File: src/rtl/pll_lock_sequencer.sv
// pll_lock_sequencer
// Brings a PLL out of reset and qualifies its lock. Only after lock has been
// stable for a while does it enable the PLL-clocked datapath. A lock that never
// arrives is retried a bounded number of times and then latched as a fault.
// A lock lost while running sends the sequencer back through a PLL reset.
//
// Status outputs are levels, not a handshake. ready is high for exactly as long
// as the state register holds RUN. scken is the registered enable that
// downstream logic qualifies its work with. Neither signal waits for an
// acknowledge.

module pll_lock_sequencer #(
    parameter int RST_CYCLES   = 8,
    parameter int LOCK_STABLE  = 16,
    parameter int LOCK_TIMEOUT = 1000,
    parameter int MAX_RETRY    = 3
) (
    input  logic       clk,
    input  logic       rst,
    input  logic       pll_lock,
    input  logic       clken,
    output logic       pll_rst,
    output logic       scken,
    output logic       ready,
    output logic       fault,
    output logic [1:0] retry_cnt,
    output logic [3:0] loss_cnt,
    output logic [2:0] dbg_state
);

    typedef enum logic [2:0] {
        ST_PLL_RST   = 3'd0,
        ST_WAIT_LOCK = 3'd1,
        ST_STABLE    = 3'd2,
        ST_RUN       = 3'd3,
        ST_FAULT     = 3'd4
    } state_e;

    // Terminal counts of the shared cycle timer, one per timed state.
    localparam logic [9:0] RST_LAST     = 10'(RST_CYCLES - 1);
    localparam logic [9:0] STABLE_LAST  = 10'(LOCK_STABLE - 1);
    localparam logic [9:0] TIMEOUT_LAST = 10'(LOCK_TIMEOUT - 1);
    localparam logic [1:0] RETRY_LIMIT  = 2'(MAX_RETRY);
    localparam logic [3:0] LOSS_MAX     = 4'hF;

    state_e     state_q, state_d;
    logic [9:0] timer_q, timer_d;
    logic [1:0] retry_q, retry_d;
    logic [1:0] retry_inc;
    logic [3:0] loss_q, loss_d;
    logic       scken_q, scken_d;
    logic       sync1_q, sync1_d;
    logic       lock_s_q, lock_s_d;

    // Two-flop lock synchronizer. It is flushed while the PLL is held in
    // reset. A PLL in reset says nothing meaningful about lock, so a stale
    // high must not be allowed to shortcut the qualification that follows.
    always_comb begin
        sync1_d  = pll_lock;
        lock_s_d = sync1_q;
        if (state_q == ST_PLL_RST) begin
            sync1_d  = 1'b0;
            lock_s_d = 1'b0;
        end
    end

    // Next state, shared timer, and the retry and loss counters.
    always_comb begin
        state_d   = state_q;
        timer_d   = timer_q + 10'd1;
        retry_d   = retry_q;
        loss_d    = loss_q;
        retry_inc = retry_q + 2'd1;

        case (state_q)
            ST_PLL_RST: begin
                if (timer_q == RST_LAST) begin
                    state_d = ST_WAIT_LOCK;
                    timer_d = 10'd0;
                end
            end

            ST_WAIT_LOCK: begin
                if (lock_s_q) begin
                    state_d = ST_STABLE;
                    timer_d = 10'd0;
                end else if (timer_q == TIMEOUT_LAST) begin
                    retry_d = retry_inc;
                    timer_d = 10'd0;
                    if (retry_inc == RETRY_LIMIT) begin
                        state_d = ST_FAULT;
                    end else begin
                        state_d = ST_PLL_RST;
                    end
                end
            end

            ST_STABLE: begin
                // Any low sample throws away the qualification so far. The
                // PLL is not reset again, because it did lock at least once.
                if (!lock_s_q) begin
                    state_d = ST_WAIT_LOCK;
                    timer_d = 10'd0;
                end else if (timer_q == STABLE_LAST) begin
                    state_d = ST_RUN;
                    timer_d = 10'd0;
                    retry_d = 2'd0;
                end
            end

            ST_RUN: begin
                timer_d = 10'd0;
                if (!lock_s_q) begin
                    state_d = ST_PLL_RST;
                    if (loss_q != LOSS_MAX) begin
                        loss_d = loss_q + 4'd1;
                    end
                end
            end

            ST_FAULT: begin
                // Terminal until rst. The timer is parked at zero.
                timer_d = 10'd0;
            end

            default: begin
                state_d = ST_PLL_RST;
                timer_d = 10'd0;
            end
        endcase
    end

    // The datapath enable is registered from the current state. Leaving RUN
    // therefore drops it on the same edge, and clken reaches it one cycle late.
    always_comb begin
        scken_d = (state_q == ST_RUN) && lock_s_q && clken;
    end

    // All state registers, with a synchronous reset.
    always_ff @(posedge clk) begin
        if (rst) begin
            state_q  <= ST_PLL_RST;
            timer_q  <= 10'd0;
            retry_q  <= 2'd0;
            loss_q   <= 4'd0;
            scken_q  <= 1'b0;
            sync1_q  <= 1'b0;
            lock_s_q <= 1'b0;
        end else begin
            state_q  <= state_d;
            timer_q  <= timer_d;
            retry_q  <= retry_d;
            loss_q   <= loss_d;
            scken_q  <= scken_d;
            sync1_q  <= sync1_d;
            lock_s_q <= lock_s_d;
        end
    end

    // These status outputs decode the state register only. No input reaches
    // them combinationally.
    assign pll_rst   = (state_q == ST_PLL_RST) || (state_q == ST_FAULT);
    assign ready     = (state_q == ST_RUN);
    assign fault     = (state_q == ST_FAULT);
    assign scken     = scken_q;
    assign retry_cnt = retry_q;
    assign loss_cnt  = loss_q;
    assign dbg_state = state_q;

endmodule

File: config.mk
export PLATFORM = sky130hd
export DESIGN_NAME = pll_lock_sequencer
export DESIGN_NICKNAME = d
export VERILOG_FILES = /design/src/rtl/pll_lock_sequencer.sv
export SDC_FILE = /design/constraint.sdc
export NUM_CORES = 1
export LEC_CHECK = 0
export BUFFER_PORTS_ARGS = -buffer_cell sky130_fd_sc_hd__buf_2
export CAP_MARGIN = 10
export CORE_MARGIN = 4
export CORE_UTILIZATION = 25
export DETAILED_ROUTE_END_ITERATION = 16
export GPL_TIMING_DRIVEN = 0
export PLACE_DENSITY = 0.39
export SKIP_CTS_REPAIR_TIMING = 1
export SLEW_MARGIN = 10
export SYNTH_ARGS = -nofsm -noshare
export SYNTH_HDL_FRONTEND = slang
export SYNTH_SLANG_ARGS = --single-unit
File: constraint.sdc
create_clock -name clk -period 3.45 [get_ports clk]
set_clock_uncertainty 0.05 [all_clocks]
set_input_delay 0.5175 -clock clk [delete_from_list [all_inputs] [get_ports clk]]
set_output_delay 0.5175 -clock clk [all_outputs]
set_load 0.01 [all_outputs]
### After elaboration in Yosys (flattened, before gate mapping)

Index checks and enable logic that the tools add are counted.
W data, S select, Z words.

| cells by class | value |
|---|---|
| add/sub/neg operators | 3 |
| eq/ne operators | 17 |
| multiplexer cells | 19 |
| reductions and logical operators | 9 |
| bitwise operators | 2 |

Operator list:

| cell | count |
|---|---|
| $mux W10 | 5 |
| $pmux W10 S3 | 1 |
| $mux W3 | 7 |
| $pmux W3 S5 | 1 |
| $add A10 B1 Y10 const B | 1 |
| $eq A10 B10 Y1 const B | 1 |
| $eq A10 B3 Y1 const B | 1 |
| $eq A10 B4 Y1 const B | 1 |
| $ne A2 B2 Y1 const B | 5 |
| $reduce_and A5 Y1 | 2 |
| $mux W2 | 4 |
| $eq A3 B2 Y1 const B | 2 |
| $ne A3 B3 Y1 const B | 2 |
| $add A4 B1 Y4 const B | 1 |
| $ne A4 B4 Y1 const B | 1 |
| $pmux W2 S2 | 1 |
| $eq A3 B1 Y1 const B | 1 |
| $eq A3 B3 Y1 const B | 1 |
| $logic_not A3 Y1 | 1 |
| $reduce_and A3 Y1 | 1 |
| $add A2 B1 Y2 const B | 1 |
| $eq A2 B2 Y1 const B | 1 |
| $logic_and A1 B1 Y1 | 2 |
| $ne A2 B1 Y1 const B | 1 |
| other kinds (4) | 5 |

| storage, ports and cells | value |
|---|---|
| output and inout bits | 13 |
| register bits after elaboration | 22 |
| logic and storage cells | 57 |
| input port bits | 4 |

### Longest topological paths before layout

| logic depth | value |
|---|---|
| word-level depth | 6 |
| mapped depth | 6 |
| gate-level depth less buffers | 5 |

### Worst setup path before layout

OpenSTA, ideal clock, no wires.

| timing | value |
|---|---|
| kind | flip-flop to flip-flop |
| start point | reg state_q[1], in the netlist dbg_state[1] |
| end point | reg retry_q[1], in the netlist retry_cnt[1] |
| required time | 3.334 ns |
| path slack | 1.386 ns |
| library setup time | 0.066 ns |
| clock period less this slack | 2.064 ns |
| data arrival time | 1.948 ns |
| buffers on the path | 1 |
| cell stages (with the launch flop) | 6 |
| path through | dfxtp_1 -> buf_6 -> or4b_1 -> or4_4 -> or3_1 -> a21oi_2 |

| on the way | value |
|---|---|
| longest elaborated chain between the ends | 3 |
| elaborated cells between the ends (all ways) | 9 |
| classes of those cells | eq/ne: 6; mux: 1; reduce/logical: 2 |

Ends and longest elaborated chain:

| item | RTL line | text |
|---|---|---|
| from (decl) | 46 | `state_e state_q, state_d;` |
| from (signal assigned) | 150 | `state_q <= state_d;` |
| $eq A3 B2 Y1 / $eq A3 B1 Y1 (equally long branches) | 75 | `case (state_q)` |
| $ne A2 B2 Y1 (no source line) / $reduce_bool A2 Y1 (equally long branches) | n/a |  |
| $reduce_and A5 Y1 (no source line) | n/a |  |
| to (signal assigned) | 152 | `retry_q <= retry_d;` |
| to (decl) | 48 | `logic [1:0] retry_q, retry_d;` |

Several ways; a longest one is shown, not always the timed one.
A chain may end at the register's enable or synchronous reset.

### Worst setup path in the final report

| timing | value |
|---|---|
| start point | reg timer_q[6] |
| end point | reg timer_q[7] |

| on the way | value |
|---|---|
| longest elaborated chain between the ends | 4 |
| elaborated cells between the ends (all ways) | 10 |
| classes of those cells | add/sub: 1; eq/ne: 3; mux: 6 |

Ends and longest elaborated chain:

| item | RTL line | text |
|---|---|---|
| from (decl) | 47 | `logic [9:0] timer_q, timer_d;` |
| from (signal assigned) | 151 | `timer_q <= timer_d;` |
| $add A10 B1 Y10, or another cell as far along | 70 | `timer_d = timer_q + 10'd1;` |
| $mux W10 (on tied branches) | 104, 87 |  |
| $mux W10 (on tied branches) | 101, 84 |  |
| $pmux W10 S3 * | 75 |  |

Every way passes the cells marked *; elsewhere a longest branch is shown, timed or not.

==> reports/qor.yml <==
place:
  dpl_worst_slack_ns: 1.22
  routabilityCongestion: 0.736
  dp_hpwl_um: 1680
  port_buffers: 15
power:
  p_leak_uw: 0.000503
  p_per_area_nw_per_um2: 483
  total_power_uw: 615
  ir_drop_mv: 0.134
routing:
  drt-initial-drc-count: 38
  drt-total-wl_um: 2290
  via_count: 870
  dr.pass1.iters: 3
  avgRoutedWirePerCell_um: 12.0
  drc_errors: 0
  detail-route-antenna-nets: 0
  via_per_inst: 4.58
worst_setup_path:
  ff2ff_setup_slack_ns: 1.22
  cp_cell_sequence: "or4_1, o41a_1, o311ai_4, nor2_1"
  worst_ep_arrival_time_ns: 2.31
  slowest_delay_ns: 0.56
  path_buf_inv: 0
  cp_slowest_cell: "or4_1"
  crit_fanout: 10
  worstPathRequired_ns: 3.53
  cp-start-kind: "flip-flop"
  r2r_start: "timer_q[6]"
  path_class: "flip-flop to flip-flop"
  r2r_end: "timer_q[7]"
  r2r_cells: 4
  endpoint_kind: "flip-flop"
  crit_family: "compound AO/OA/AOI/OAI gates"
logic_synthesis:
  async_flop_share_pct: 0
  synth.ff_latch_count: 22
  synth_edf_count: 0
  synth.distinct_cells: 36
  yosysSeqAreaShare_pct: 40.7
  synth_area_per_cell_um2: 8.93
  syn_inst: 121
  ys.flop_type: "dfxtp_1"
  syn_area_um2: 1080
  syn-num-nets: 128
  yosysWarnings: 0
die:
  num_io_pins: 17
  start_util_pct: 26.5
  die_width_um: 73.8
  die_y_um: 73.8
  rows: 23
  die_area_um2: 5440
  core_area_um2: 4090
sta:
  tns_ns: 0
  fmax_mhz: 448
  hold_viol_final: 0
  rsz0062_at_grt: "no"
  slew_viol_final: 0
  setup_viol: 0
  finalCritPeriodShare_pct: 64.7
  hold_ws_ns: 0.391
  slew_headroom_pct: 65.6
  min_period_ns: 2.23
  worst_pin_slew_ns: 0.514
  setup_ws_ns: 1.22
global_route:
  use_met3_pct: 2.05
  grt_pass1_vias: 880
  grt-busiest-layer: "met2"
  gr-usage-met2_pct: 15.5
  use_met1_pct: 12.1
  grt_pass1_wl_um: 4080
  grt_overflow: 0
  grt_max_degree: 13
  antenna_found_initial: 0
  grt.total_usage_pct: 9.47
clock_network:
  clkSinkCount: 22
  worst_skew_pair.late_latency_ns: 0.26
  cts_tree: "done"
  htreeDepth: 1
  clk_pin_slew_ns: 0.09
  clock_tree.root_cell: "clkbuf_8"
  clk_path_buf_depth: 2
  cts_made_buffers: 3
finish:
  nets: 148
  diodes: 0
  num-fill-cells: 449
  synthToLayoutAreaGrowth_pct: 17.8
  drive_gt1_share_pct: 18.6
hold_path:
  hp-start: "sync1_q"
  min_to: "lock_s_q"
  min_path_cells: 1
  hold_path_class: "flip-flop to flip-flop"
outcome:
  outcome: "completed"
job:
  max_cap_viol_count: 0
-- layout make-up --
cell class / instances / area [µm²] / share of cell area [%]
multi-input cells: 90 / 596 / 46.8
flip-flops and latches: 22 / 440 / 34.6
repair buffers: 15 / 75.1 / 5.89
well taps: 50 / 62.6 / 4.91
clock buffers: 4 / 55.1 / 4.32
plain buffers: 6 / 33.8 / 2.65
inverters: 3 / 11.3 / 0.884
-- registers in the layout, summed over array words and instances (netlist names) --
name       flops
dbg_state      3
scken          1
sync1_q        1
lock_s_q       1
loss_cnt       4
timer_q       10
retry_cnt      2
-- per-stage QoR --
| stage | cells | area (µm²) | utilization (%) |
|---|---|---|---|
| finish | 190 | 1270 | 31.2 |
| global placement | 186 | 1220 | 29.8 |
| CTS | 190 | 1270 | 31.2 |
| floorplan | 121 | 1080 | - |
| detailed placement | 186 | 1220 | 29.8 |
| global route | 190 | 1270 | 31.2 |
-- cell families (layout without fill, tap and decap cells) --
family	after synthesis	count (layout)	share of synthesized area [%]
simple gates	63	63	31.1
flops	22	22	40.7
xor+xnor	12	12	9.72
compound gates	11	11	9.84
buf+inv	9	28	4.17
fa+ha+maj	3	3	3.47
mux	1	1	0.926
-- per-layer routing --
layer / vias up / wire length [µm]
met1: 394 / 1130
met3: 2 / 65
met2: 8 / 1080
met4: 0 / 19
li1: 466 / -
met5: - / 0
-- cell usage in the layout, fill, tap and decap left out, types with 2 or more instances in the layout --
cell type  instances
dfxtp_1           22
buf_2             18
nor2_1            18
nand3_1           10
xor2_1             7
nand2_1            7
xnor2_1            5
and2_1             4
and3_1             4
nor3_1             4
clkbuf_8           4
inv_1              3
ha_1               3
clkbuf_1           2
nor4_1             2
nand4_1            2
nand2b_1           2
or4_1              2
o41a_1             2
a21oi_1            2
-- synth_stat cells, types with 2 or more instances --
master | number | area share, %
a21oi_1 | 2 | 0.93
and2_1 | 4 | 2.3
and3_1 | 4 | 2.3
buf_2 | 3 | 1.4
clkbuf_1 | 2 | 0.69
dfxtp_1 | 22 | 41
ha_1 | 3 | 3.5
inv_1 | 3 | 1.0
nand2_1 | 7 | 2.4
nand2b_1 | 2 | 1.2
nand3_1 | 10 | 4.6
nand4_1 | 2 | 1.2
nor2_1 | 18 | 6.2
nor3_1 | 4 | 1.9
nor4_1 | 2 | 1.2
o41a_1 | 2 | 2.1
or4_1 | 2 | 1.4
xnor2_1 | 5 | 4.1
xor2_1 | 7 | 5.7
-- power by group --
part           switching [µW]  internal (µW)  leakage (µW)
registers                14.8            273      0.000178
clock network            85.4            102     0.0000288
logic                    83.2           56.8      0.000297
-- worst max-delay path by stage --
stage,from,slack [ns],to,cells after the start
final,timer_q[6],1.22,timer_q[7],4
after global routing,timer_q[6],1.11,timer_q[7],4
after CTS,timer_q[6],1.20,timer_q[7],4
after detailed placement,timer_q[6],1.22,timer_q[7],4
after global placement,timer_q[6],1.22,timer_q[5],4
after floorplan,dbg_state[1],1.39,retry_cnt[1],5
-- worst reg2reg max path: stages (launching register included) --
cell and delay [ns]:
dfxtp_1 0.36, or4_1 0.56, o41a_1 0.49, o311ai_4 0.53, nor2_1 0.11
(Power assumes the default switching activity.)
